<file path="src/rtl/fhe_op_sequencer_pkg.sv">
// Shared types for the FHE op sequencer: op word, op modes, FSM states.
package fhe_op_sequencer_pkg;

    typedef enum logic [2:0] {
        NO_OP        = 3'd0,
        OP_CT_CT_ADD = 3'd1,
        OP_CT_PT_ADD = 3'd2,
        OP_CT_PT_MUL = 3'd3,
        OP_CT_CT_MUL = 3'd4
    } op_mode_t;

    typedef struct packed {
        op_mode_t   mode;
        logic [7:0] in0;
        logic [7:0] in1;
        logic [7:0] in2;
        logic [7:0] in3;
        logic [7:0] out0;
        logic [7:0] out1;
    } operation;

    typedef enum logic [1:0] {
        ST_IDLE,
        ST_ISSUE,
        ST_WAIT,
        ST_SETTLE
    } seq_state_t;

    function automatic logic is_mul_mode(op_mode_t m);
        return (m == OP_CT_PT_MUL) || (m == OP_CT_CT_MUL);
    endfunction

endpackage

</file>
<file path="src/rtl/fhe_op_sequencer_if.sv">
// Host, cpu, retire and status signals of the op sequencer.
interface fhe_op_sequencer_if #(
    parameter int unsigned CNT_W = 16
);
    import fhe_op_sequencer_pkg::*;

    logic             in_valid;
    operation         in_op;
    logic             in_ready;
    operation         cpu_op;
    logic             cpu_done;
    logic             retire_valid;
    op_mode_t         retire_mode;
    logic [CNT_W-1:0] retire_cycles;
    logic             retire_timeout;
    logic             busy;
    logic             err;
    logic             clear_err;
    logic [CNT_W-1:0] issued_cnt;
    logic [CNT_W-1:0] retired_cnt;

    modport slave (
        input  in_valid, in_op, cpu_done, clear_err,
        output in_ready, cpu_op, retire_valid, retire_mode, retire_cycles,
               retire_timeout, busy, err, issued_cnt, retired_cnt
    );

    modport master (
        output in_valid, in_op, cpu_done, clear_err,
        input  in_ready, cpu_op, retire_valid, retire_mode, retire_cycles,
               retire_timeout, busy, err, issued_cnt, retired_cnt
    );

endinterface

</file>
<file path="src/rtl/fhe_op_sequencer_op_fifo.sv">
// Power-of-two FIFO of operation words with full/empty flags.
module op_fifo
    import fhe_op_sequencer_pkg::*;
#(
    parameter int unsigned DEPTH = 8
) (
    input  logic     clk,
    input  logic     rst_n,
    input  logic     push_i,
    input  operation wr_data_i,
    input  logic     pop_i,
    output operation rd_data_o,
    output logic     full_o,
    output logic     empty_o
);
    localparam int unsigned PTR_W = (DEPTH > 1) ? $clog2(DEPTH) : 1;

    operation         mem_q [DEPTH];
    logic [PTR_W-1:0] wr_ptr_q, rd_ptr_q;
    logic [PTR_W:0]   count_q;
    logic             do_push, do_pop;

    assign full_o    = (count_q == (PTR_W+1)'(DEPTH));
    assign empty_o   = (count_q == '0);
    assign rd_data_o = mem_q[rd_ptr_q];
    // A full FIFO may still take a push when the head leaves in the same cycle.
    assign do_push   = push_i & (~full_o | pop_i);
    assign do_pop    = pop_i & ~empty_o;

    always_ff @(posedge clk or negedge rst_n) begin
        if (!rst_n) begin
            wr_ptr_q <= '0;
            rd_ptr_q <= '0;
            count_q  <= '0;
        end else begin
            if (do_push) wr_ptr_q <= wr_ptr_q + PTR_W'(1);
            if (do_pop)  rd_ptr_q <= rd_ptr_q + PTR_W'(1);
            case ({do_push, do_pop})
                2'b10:   count_q <= count_q + (PTR_W+1)'(1);
                2'b01:   count_q <= count_q - (PTR_W+1)'(1);
                default: count_q <= count_q;
            endcase
        end
    end

    always_ff @(posedge clk) begin
        if (do_push) mem_q[wr_ptr_q] <= wr_data_i;
    end

endmodule

</file>
<file path="src/rtl/fhe_op_sequencer.sv">
// Queues FHE ops and issues them one at a time to the cpu with a
// per-class timeout watchdog, retire records and status counters.
module fhe_op_sequencer
    import fhe_op_sequencer_pkg::*;
#(
    parameter int unsigned DEPTH         = 8,
    parameter int unsigned ADD_TIMEOUT   = 16,
    parameter int unsigned MUL_TIMEOUT   = 500,
    parameter int unsigned SETTLE_CYCLES = 1,
    parameter int unsigned CNT_W         = 16
) (
    input logic               clk,
    input logic               reset_n,
    fhe_op_sequencer_if.slave bus
);
    localparam int unsigned      SET_W   = $clog2(SETTLE_CYCLES + 2);
    localparam logic [CNT_W-1:0] CNT_MAX = '1;
    localparam logic [CNT_W-1:0] ADD_LIM = (64'(ADD_TIMEOUT) > 64'(CNT_MAX)) ? CNT_MAX : CNT_W'(ADD_TIMEOUT);
    localparam logic [CNT_W-1:0] MUL_LIM = (64'(MUL_TIMEOUT) > 64'(CNT_MAX)) ? CNT_MAX : CNT_W'(MUL_TIMEOUT);

    seq_state_t       state_q, state_d;
    operation         cpu_op_q, cpu_op_d;
    op_mode_t         cur_mode_q, cur_mode_d;
    logic [CNT_W-1:0] wait_q, wait_d, wait_inc, wait_lim;
    logic [SET_W-1:0] settle_q, settle_d;
    logic             err_q, err_d;
    logic [CNT_W-1:0] issued_q, issued_d, retired_q, retired_d;
    logic             ret_valid_q, ret_valid_d;
    op_mode_t         ret_mode_q, ret_mode_d;
    logic [CNT_W-1:0] ret_cycles_q, ret_cycles_d;
    logic             ret_to_q, ret_to_d;

    logic     push, pop, issue, can_issue;
    logic     fifo_full, fifo_empty, in_ready;
    operation head;

    assign in_ready = ~fifo_full;
    assign push     = bus.in_valid & in_ready & (bus.in_op.mode != NO_OP);

    op_fifo #(.DEPTH(DEPTH)) u_fifo (
        .clk       (clk),
        .rst_n     (reset_n),
        .push_i    (push),
        .wr_data_i (bus.in_op),
        .pop_i     (pop),
        .rd_data_o (head),
        .full_o    (fifo_full),
        .empty_o   (fifo_empty)
    );

    always_comb begin
        state_d      = state_q;
        cpu_op_d     = cpu_op_q;
        cur_mode_d   = cur_mode_q;
        wait_d       = wait_q;
        settle_d     = settle_q;
        err_d        = err_q & ~bus.clear_err;
        issued_d     = issued_q;
        retired_d    = retired_q;
        ret_valid_d  = 1'b0;
        ret_mode_d   = ret_mode_q;
        ret_cycles_d = ret_cycles_q;
        ret_to_d     = ret_to_q;
        pop          = 1'b0;
        issue        = 1'b0;
        wait_inc     = (wait_q == CNT_MAX) ? CNT_MAX : wait_q + CNT_W'(1);
        wait_lim     = is_mul_mode(cur_mode_q) ? MUL_LIM : ADD_LIM;
        can_issue    = ~fifo_empty & ~err_q;

        case (state_q)
            ST_IDLE: issue = can_issue;
            ST_ISSUE: begin
                cpu_op_d.mode = NO_OP;
                state_d       = ST_WAIT;
            end
            ST_WAIT: begin
                wait_d = wait_inc;
                // done wins over a timeout reached in the same cycle
                if (bus.cpu_done || (wait_inc >= wait_lim)) begin
                    ret_valid_d  = 1'b1;
                    ret_mode_d   = cur_mode_q;
                    ret_cycles_d = wait_inc;
                    ret_to_d     = ~bus.cpu_done;
                    retired_d    = retired_q + CNT_W'(1);
                    if (!bus.cpu_done) err_d = 1'b1;
                    settle_d     = SET_W'(SETTLE_CYCLES);
                    state_d      = (SETTLE_CYCLES == 0) ? ST_IDLE : ST_SETTLE;
                end
            end
            ST_SETTLE: begin
                // Last settle cycle doubles as the idle arbitration slot.
                if (settle_q > SET_W'(1)) settle_d = settle_q - SET_W'(1);
                else if (can_issue)       issue    = 1'b1;
                else                      state_d  = ST_IDLE;
            end
            default: state_d = ST_IDLE;
        endcase

        if (issue) begin
            pop        = 1'b1;
            cpu_op_d   = head;
            cur_mode_d = head.mode;
            issued_d   = issued_q + CNT_W'(1);
            wait_d     = '0;
            state_d    = ST_ISSUE;
        end
    end

    always_ff @(posedge clk or negedge reset_n) begin
        if (!reset_n) begin
            state_q      <= ST_IDLE;
            cpu_op_q     <= '0;
            cur_mode_q   <= NO_OP;
            wait_q       <= '0;
            settle_q     <= '0;
            err_q        <= 1'b0;
            issued_q     <= '0;
            retired_q    <= '0;
            ret_valid_q  <= 1'b0;
            ret_mode_q   <= NO_OP;
            ret_cycles_q <= '0;
            ret_to_q     <= 1'b0;
        end else begin
            state_q      <= state_d;
            cpu_op_q     <= cpu_op_d;
            cur_mode_q   <= cur_mode_d;
            wait_q       <= wait_d;
            settle_q     <= settle_d;
            err_q        <= err_d;
            issued_q     <= issued_d;
            retired_q    <= retired_d;
            ret_valid_q  <= ret_valid_d;
            ret_mode_q   <= ret_mode_d;
            ret_cycles_q <= ret_cycles_d;
            ret_to_q     <= ret_to_d;
        end
    end

    assign bus.in_ready       = in_ready;
    assign bus.cpu_op         = cpu_op_q;
    assign bus.retire_valid   = ret_valid_q;
    assign bus.retire_mode    = ret_mode_q;
    assign bus.retire_cycles  = ret_cycles_q;
    assign bus.retire_timeout = ret_to_q;
    assign bus.busy           = ~fifo_empty | (state_q != ST_IDLE);
    assign bus.err            = err_q;
    assign bus.issued_cnt     = issued_q;
    assign bus.retired_cnt    = retired_q;

endmodule

</file>
<file path="src/flat_wrapper.sv">
// flat-port wrapper written by rule: the top's interface ports become plain ports
module fhe_op_sequencer_flat import fhe_op_sequencer_pkg::*;
#(
    parameter int unsigned DEPTH         = 8,
    parameter int unsigned ADD_TIMEOUT   = 16,
    parameter int unsigned MUL_TIMEOUT   = 500,
    parameter int unsigned SETTLE_CYCLES = 1,
    parameter int unsigned CNT_W         = 16
)
  (clk, reset_n, bus_in_valid, bus_in_op, bus_cpu_done, bus_clear_err, bus_in_ready, bus_cpu_op, bus_retire_valid, bus_retire_mode, bus_retire_cycles, bus_retire_timeout, bus_busy, bus_err, bus_issued_cnt, bus_retired_cnt);
  fhe_op_sequencer_if #(.CNT_W(CNT_W)) bus_i ();
  input logic clk;
  input logic reset_n;
  input wire logic [$bits(bus_i.in_valid)-1:0] bus_in_valid;
  input wire logic [$bits(bus_i.in_op)-1:0] bus_in_op;
  input wire logic [$bits(bus_i.cpu_done)-1:0] bus_cpu_done;
  input wire logic [$bits(bus_i.clear_err)-1:0] bus_clear_err;
  output wire logic [$bits(bus_i.in_ready)-1:0] bus_in_ready;
  output wire logic [$bits(bus_i.cpu_op)-1:0] bus_cpu_op;
  output wire logic [$bits(bus_i.retire_valid)-1:0] bus_retire_valid;
  output wire logic [$bits(bus_i.retire_mode)-1:0] bus_retire_mode;
  output wire logic [$bits(bus_i.retire_cycles)-1:0] bus_retire_cycles;
  output wire logic [$bits(bus_i.retire_timeout)-1:0] bus_retire_timeout;
  output wire logic [$bits(bus_i.busy)-1:0] bus_busy;
  output wire logic [$bits(bus_i.err)-1:0] bus_err;
  output wire logic [$bits(bus_i.issued_cnt)-1:0] bus_issued_cnt;
  output wire logic [$bits(bus_i.retired_cnt)-1:0] bus_retired_cnt;
  assign bus_i.in_valid = bus_in_valid;
  assign bus_i.in_op = bus_in_op;
  assign bus_i.cpu_done = bus_cpu_done;
  assign bus_i.clear_err = bus_clear_err;
  assign bus_in_ready = bus_i.in_ready;
  assign bus_cpu_op = bus_i.cpu_op;
  assign bus_retire_valid = bus_i.retire_valid;
  assign bus_retire_mode = bus_i.retire_mode;
  assign bus_retire_cycles = bus_i.retire_cycles;
  assign bus_retire_timeout = bus_i.retire_timeout;
  assign bus_busy = bus_i.busy;
  assign bus_err = bus_i.err;
  assign bus_issued_cnt = bus_i.issued_cnt;
  assign bus_retired_cnt = bus_i.retired_cnt;
  fhe_op_sequencer #(.DEPTH(DEPTH), .ADD_TIMEOUT(ADD_TIMEOUT), .MUL_TIMEOUT(MUL_TIMEOUT), .SETTLE_CYCLES(SETTLE_CYCLES), .CNT_W(CNT_W)) u_core (.clk(clk), .reset_n(reset_n), .bus(bus_i));
endmodule
</file>
<file path="config.mk">
export PLATFORM = sky130hd
export DESIGN_NAME = fhe_op_sequencer_flat
export DESIGN_NICKNAME = d
export VERILOG_FILES = /design/src/rtl/fhe_op_sequencer_pkg.sv /design/src/rtl/fhe_op_sequencer_if.sv /design/src/rtl/fhe_op_sequencer_op_fifo.sv /design/src/rtl/fhe_op_sequencer.sv /design/src/flat_wrapper.sv
export SDC_FILE = /design/constraint.sdc
export NUM_CORES = 1
export LEC_CHECK = 0
export CAP_MARGIN = 25
export CELL_PAD_IN_SITES_DETAIL_PLACEMENT = 2
export CELL_PAD_IN_SITES_GLOBAL_PLACEMENT = 2
export CORE_UTILIZATION = 49
export CTS_BUF_LIST = sky130_fd_sc_hd__clkbuf_8
export CTS_CLUSTER_DIAMETER = 80
export CTS_CLUSTER_SIZE = 25
export DETAILED_ROUTE_END_ITERATION = 10
export GPL_TIMING_DRIVEN = 0
export MAX_ROUTING_LAYER = met4
export PLACE_DENSITY = 0.83
export SLEW_MARGIN = 20
export SYNTH_ARGS = -nofsm -noshare
export SYNTH_HDL_FRONTEND = slang
export SYNTH_SLANG_ARGS = --single-unit
</file>
<file path="constraint.sdc">
create_clock -name clk -period 14.6 [get_ports clk]
set_input_delay 2.92 -clock clk [delete_from_list [all_inputs] [get_ports clk]]
set_output_delay 2.92 -clock clk [all_outputs]
set_load 0.01 [all_outputs]
</file>
==> out/results.ini <==
[outcome]
status=finished clean

[setup_path]
timing.critical_path.depth=7
worstPathBufferInverterCount=4
timing.critical_path.slowest_cell_delay_ps=780
cp-start-kind=input pin
timing.setup.critical_path_class=in -> reg
worstPathMaxFanout=9
critPathTopFamily=buffers and inverters
regToRegEndpoint=u_core.bus.retire_mode[2]
most_frequent_cell_on_critical_path=buf_4
cp_cell_sequence=clkdlybuf4s50_1 > o311a_1 > nand2_1 > nor3_2 > buf_4 > buf_4 > buf_4
rr_startpoint=u_core.wait_q[0]
critical_path.startpoint=bus_in_op[49]
r2r.worst_path.cells=12
required_ps=14990
r2r_setup_slack_ps=9810
worstPathArrival_ps=5830
end_kind=register
timing.critical_path.slowest_stage_cell=nor3_2
timing.critical_path.to=u_core.u_fifo.mem_q[4][31]

[timing]
max_slew_margin_vs_limit_pct=35.47
maxSlewViolCount=0
whs_ps=489.8
timing.final.crit_share_pct=37.25
final.setup.tns_ps=0
setup_viol=0
clock_skew_ps=32.20
worst_slew_pin_slew_ps=967.9
finalWorstPathRequiredPeriod_ps=5438
grt_setup_unrepaired=false
fmax_mhz=183.9
layout_setup_ws_ps=9162
finalHoldViolations=0

[grt]
grt_max_degree=71
vias_in_the_first_global_route=13350
antenna_violations_before_repair=4
grtUsageTotal_pct=28.50
grt.met2_usage_pct=49.52
grtUsageMet1_pct=35.93
met3_usage_pct=3.501
gr-total-overflow=0
grt_pass1_wl_mm=89.04
grt_most_used_layer=met2

[power_and_ir_drop]
power.clock.fraction_pct=15.6
worst_ir_drop_vdd_v=0.0001186
cellInternalPower_mw=3.002
cellLeakagePower_nw=8.752
total_switching_power_mw=1.726
power.density_nw_per_um2=188.5
swShare_pct=36.51
comb_power_share_pct=39.0
seq_power_share_pct=45.3
post-layout-total-power_mw=4.728

[yosys]
most_used_standard_cell_by_instance_count_after_synthesis=edfxtp_1
ys_ff_latch=546
postSynthCellCount=1202
synth.top_cell.area_share_pct=57.05
synth-async-reset-ratio_pct=25.27
postSynthAreaPerCell_um2=17.87
yosysUniqueCellTypes=61
number_of_flops_mapped_to_enable_cells_by_yosys=408
netlist_top_cells_area=edfxtp_1, dfrtp_1, mux4_2
synthesized_net_count=1278
ys.flop_type=edfxtp_1
yosys_warnings=0
synth_commonest_cells=edfxtp_1, dfrtp_1, mux4_2, nor2_1, a21oi_1
seq_area_frac_synth_pct=73.13
syn_area_um2=21480
synth_area_leader_cell=edfxtp_1

[placement]
globalplace.congestion=0.8361
detailed_place_hpwl_mm=42.04
place.port_buffers=162
pre_cts_slack_ps=8460

[cts]
post_cts_resize_count=0
cts_buffer_count=29
cts.root.buffer_cell=clkbuf_8
htreeDepth=1
hold_buffers=0
postCtsSetupBuffers=0
clkLatencyLatePin_ps=690
cts_tree=done
clk_pin_slew_worst_paths_ps=140
cts-root-to-sink-buffers=3
cts_num_sinks=546

[route]
final_antenna_net_count=0
vias=12010
post-route-drc-count=0
wirelength_per_cell_um=30.11
detailedRoute.firstIterationViolations=954
firstDrtPassIters=5
detailed_route_wire_length_mm=61.60
avgViaCountPerCell=5.869

[die]
design.die.area_um2=44670
core_um2=43170
die_h_um=211.4
ios=163
fp-row-count=76
initial_utilization_pct=49.74
die_width_um=211.4

[layout]
final_layout_size_suffix_gt1_share_pct=16.16
area_growth_pct=16.78
nFillCells=3713
total_number_of_nets_in_the_final_design=1507

[hold_path]
hp-class=reg -> reg

[run]
max_cap_violations=0

## per-stage QoR
step / std cells / area (um2) / util, %
3_5_place_dp: 1981 / 24400 / 56.52
4_1_cts: 2035 / 25010 / 57.94
5_1_grt: 2046 / 25080 / 58.09
2_1_floorplan: 1202 / 21480 / -
6_report: 2046 / 25080 / 58.09
3_3_place_gp: 1949 / 23830 / 55.20
## cells in the final DEF, fill, tap and decap left out, drive strengths merged, types with 17 or more instances in the layout
master         netlist  layout
dfrtp              138     138
buf                 21      55
inv                 18      34
mux2i               54      54
mux4               102     102
ha                  19      19
xor2                24      24
clkdlybuf4s50        0     161
nand2               54      54
a21oi               60      60
xnor2               23      23
nor3                20      20
nand3               17      17
clkbuf              39      73
edfxtp             408     408
nor2                98      98
## worst min path at each step
stage | start | end | slack, ps | cells after the start
after floorplan | u_core.u_fifo.wr_ptr_q[2] | u_core.u_fifo.wr_ptr_q[2] | 460 | 1
after CTS | u_core.bus.retired_cnt[15] | u_core.bus.retired_cnt[15] | 500 | 1
after detailed placement | u_core.bus.retire_cycles[10] | u_core.bus.retire_cycles[10] | 470 | 2
after global routing | u_core.bus.issued_cnt[15] | u_core.bus.issued_cnt[15] | 500 | 1
final | u_core.bus.retired_cnt[15] | u_core.bus.retired_cnt[15] | 490 | 1
after global placement | u_core.bus.retired_cnt[15] | u_core.bus.retired_cnt[15] | 450 | 1
## metal layers
layer / share of wire [%] / routed length [um] / vias up
met4: 1.4 / 860 / 0
li1: - / - / 5106
met1: 41 / 25440 / 6504
met5: 0 / 0 / -
met2: 53 / 32360 / 338
met3: 4.8 / 2946 / 59
## cell families after synthesis
group / after synthesis / synth area share [%]
AOI/OAI and AO/OA: 114 / 3.350
buffers and inverters: 78 / 1.503
adders and majority gates: 20 / 1.200
DFF: 546 / 73.13
muxes: 166 / 13.74
and+or+nand+nor: 231 / 5.162
xor gates and xnor gates: 47 / 1.917
## sequential cells by signal, indices dropped and copies added, names as in the netlist, 2 cells and up
name,count
u_core.bus.cpu_op,51
u_core.bus.issued_cnt,16
u_core.bus.retire_cycles,16
u_core.bus.retire_mode,3
u_core.bus.retired_cnt,16
u_core.cur_mode_q,3
u_core.settle_q,2
u_core.state_q,2
u_core.u_fifo.count_q,4
u_core.u_fifo.mem_q,408
u_core.u_fifo.rd_ptr_q,3
u_core.u_fifo.wr_ptr_q,3
u_core.wait_q,16
## power by group through the flow
stage / Combinational [mW] / Clock [mW] / Sequential, mW
2_1_floorplan: 1.00 / 0 / 2.16
3_3_place_gp: 1.64 / 0 / 2.16
3_5_place_dp: 1.84 / 0 / 2.17
4_1_cts: 1.86 / 0.746 / 2.14
5_1_grt: 1.98 / 0.796 / 2.17
6_report: 1.84 / 0.739 / 2.14
## layout make-up
class / count / area, um2 / share of cell area, %
sequential: 546 / 15710 / 62.62
antenna: 7 / 17.52 / 0.06985
timing repair buffer: 198 / 2183 / 8.706
tap: 585 / 732.0 / 2.919
buffer: 60 / 259.0 / 1.033
clock inverter: 23 / 185.2 / 0.7384
clock buffer: 31 / 426.7 / 1.701
multi-input combinational: 578 / 5503 / 21.94
inverter: 18 / 67.56 / 0.2694
Note: power is estimated with default switching activity, not from simulation.
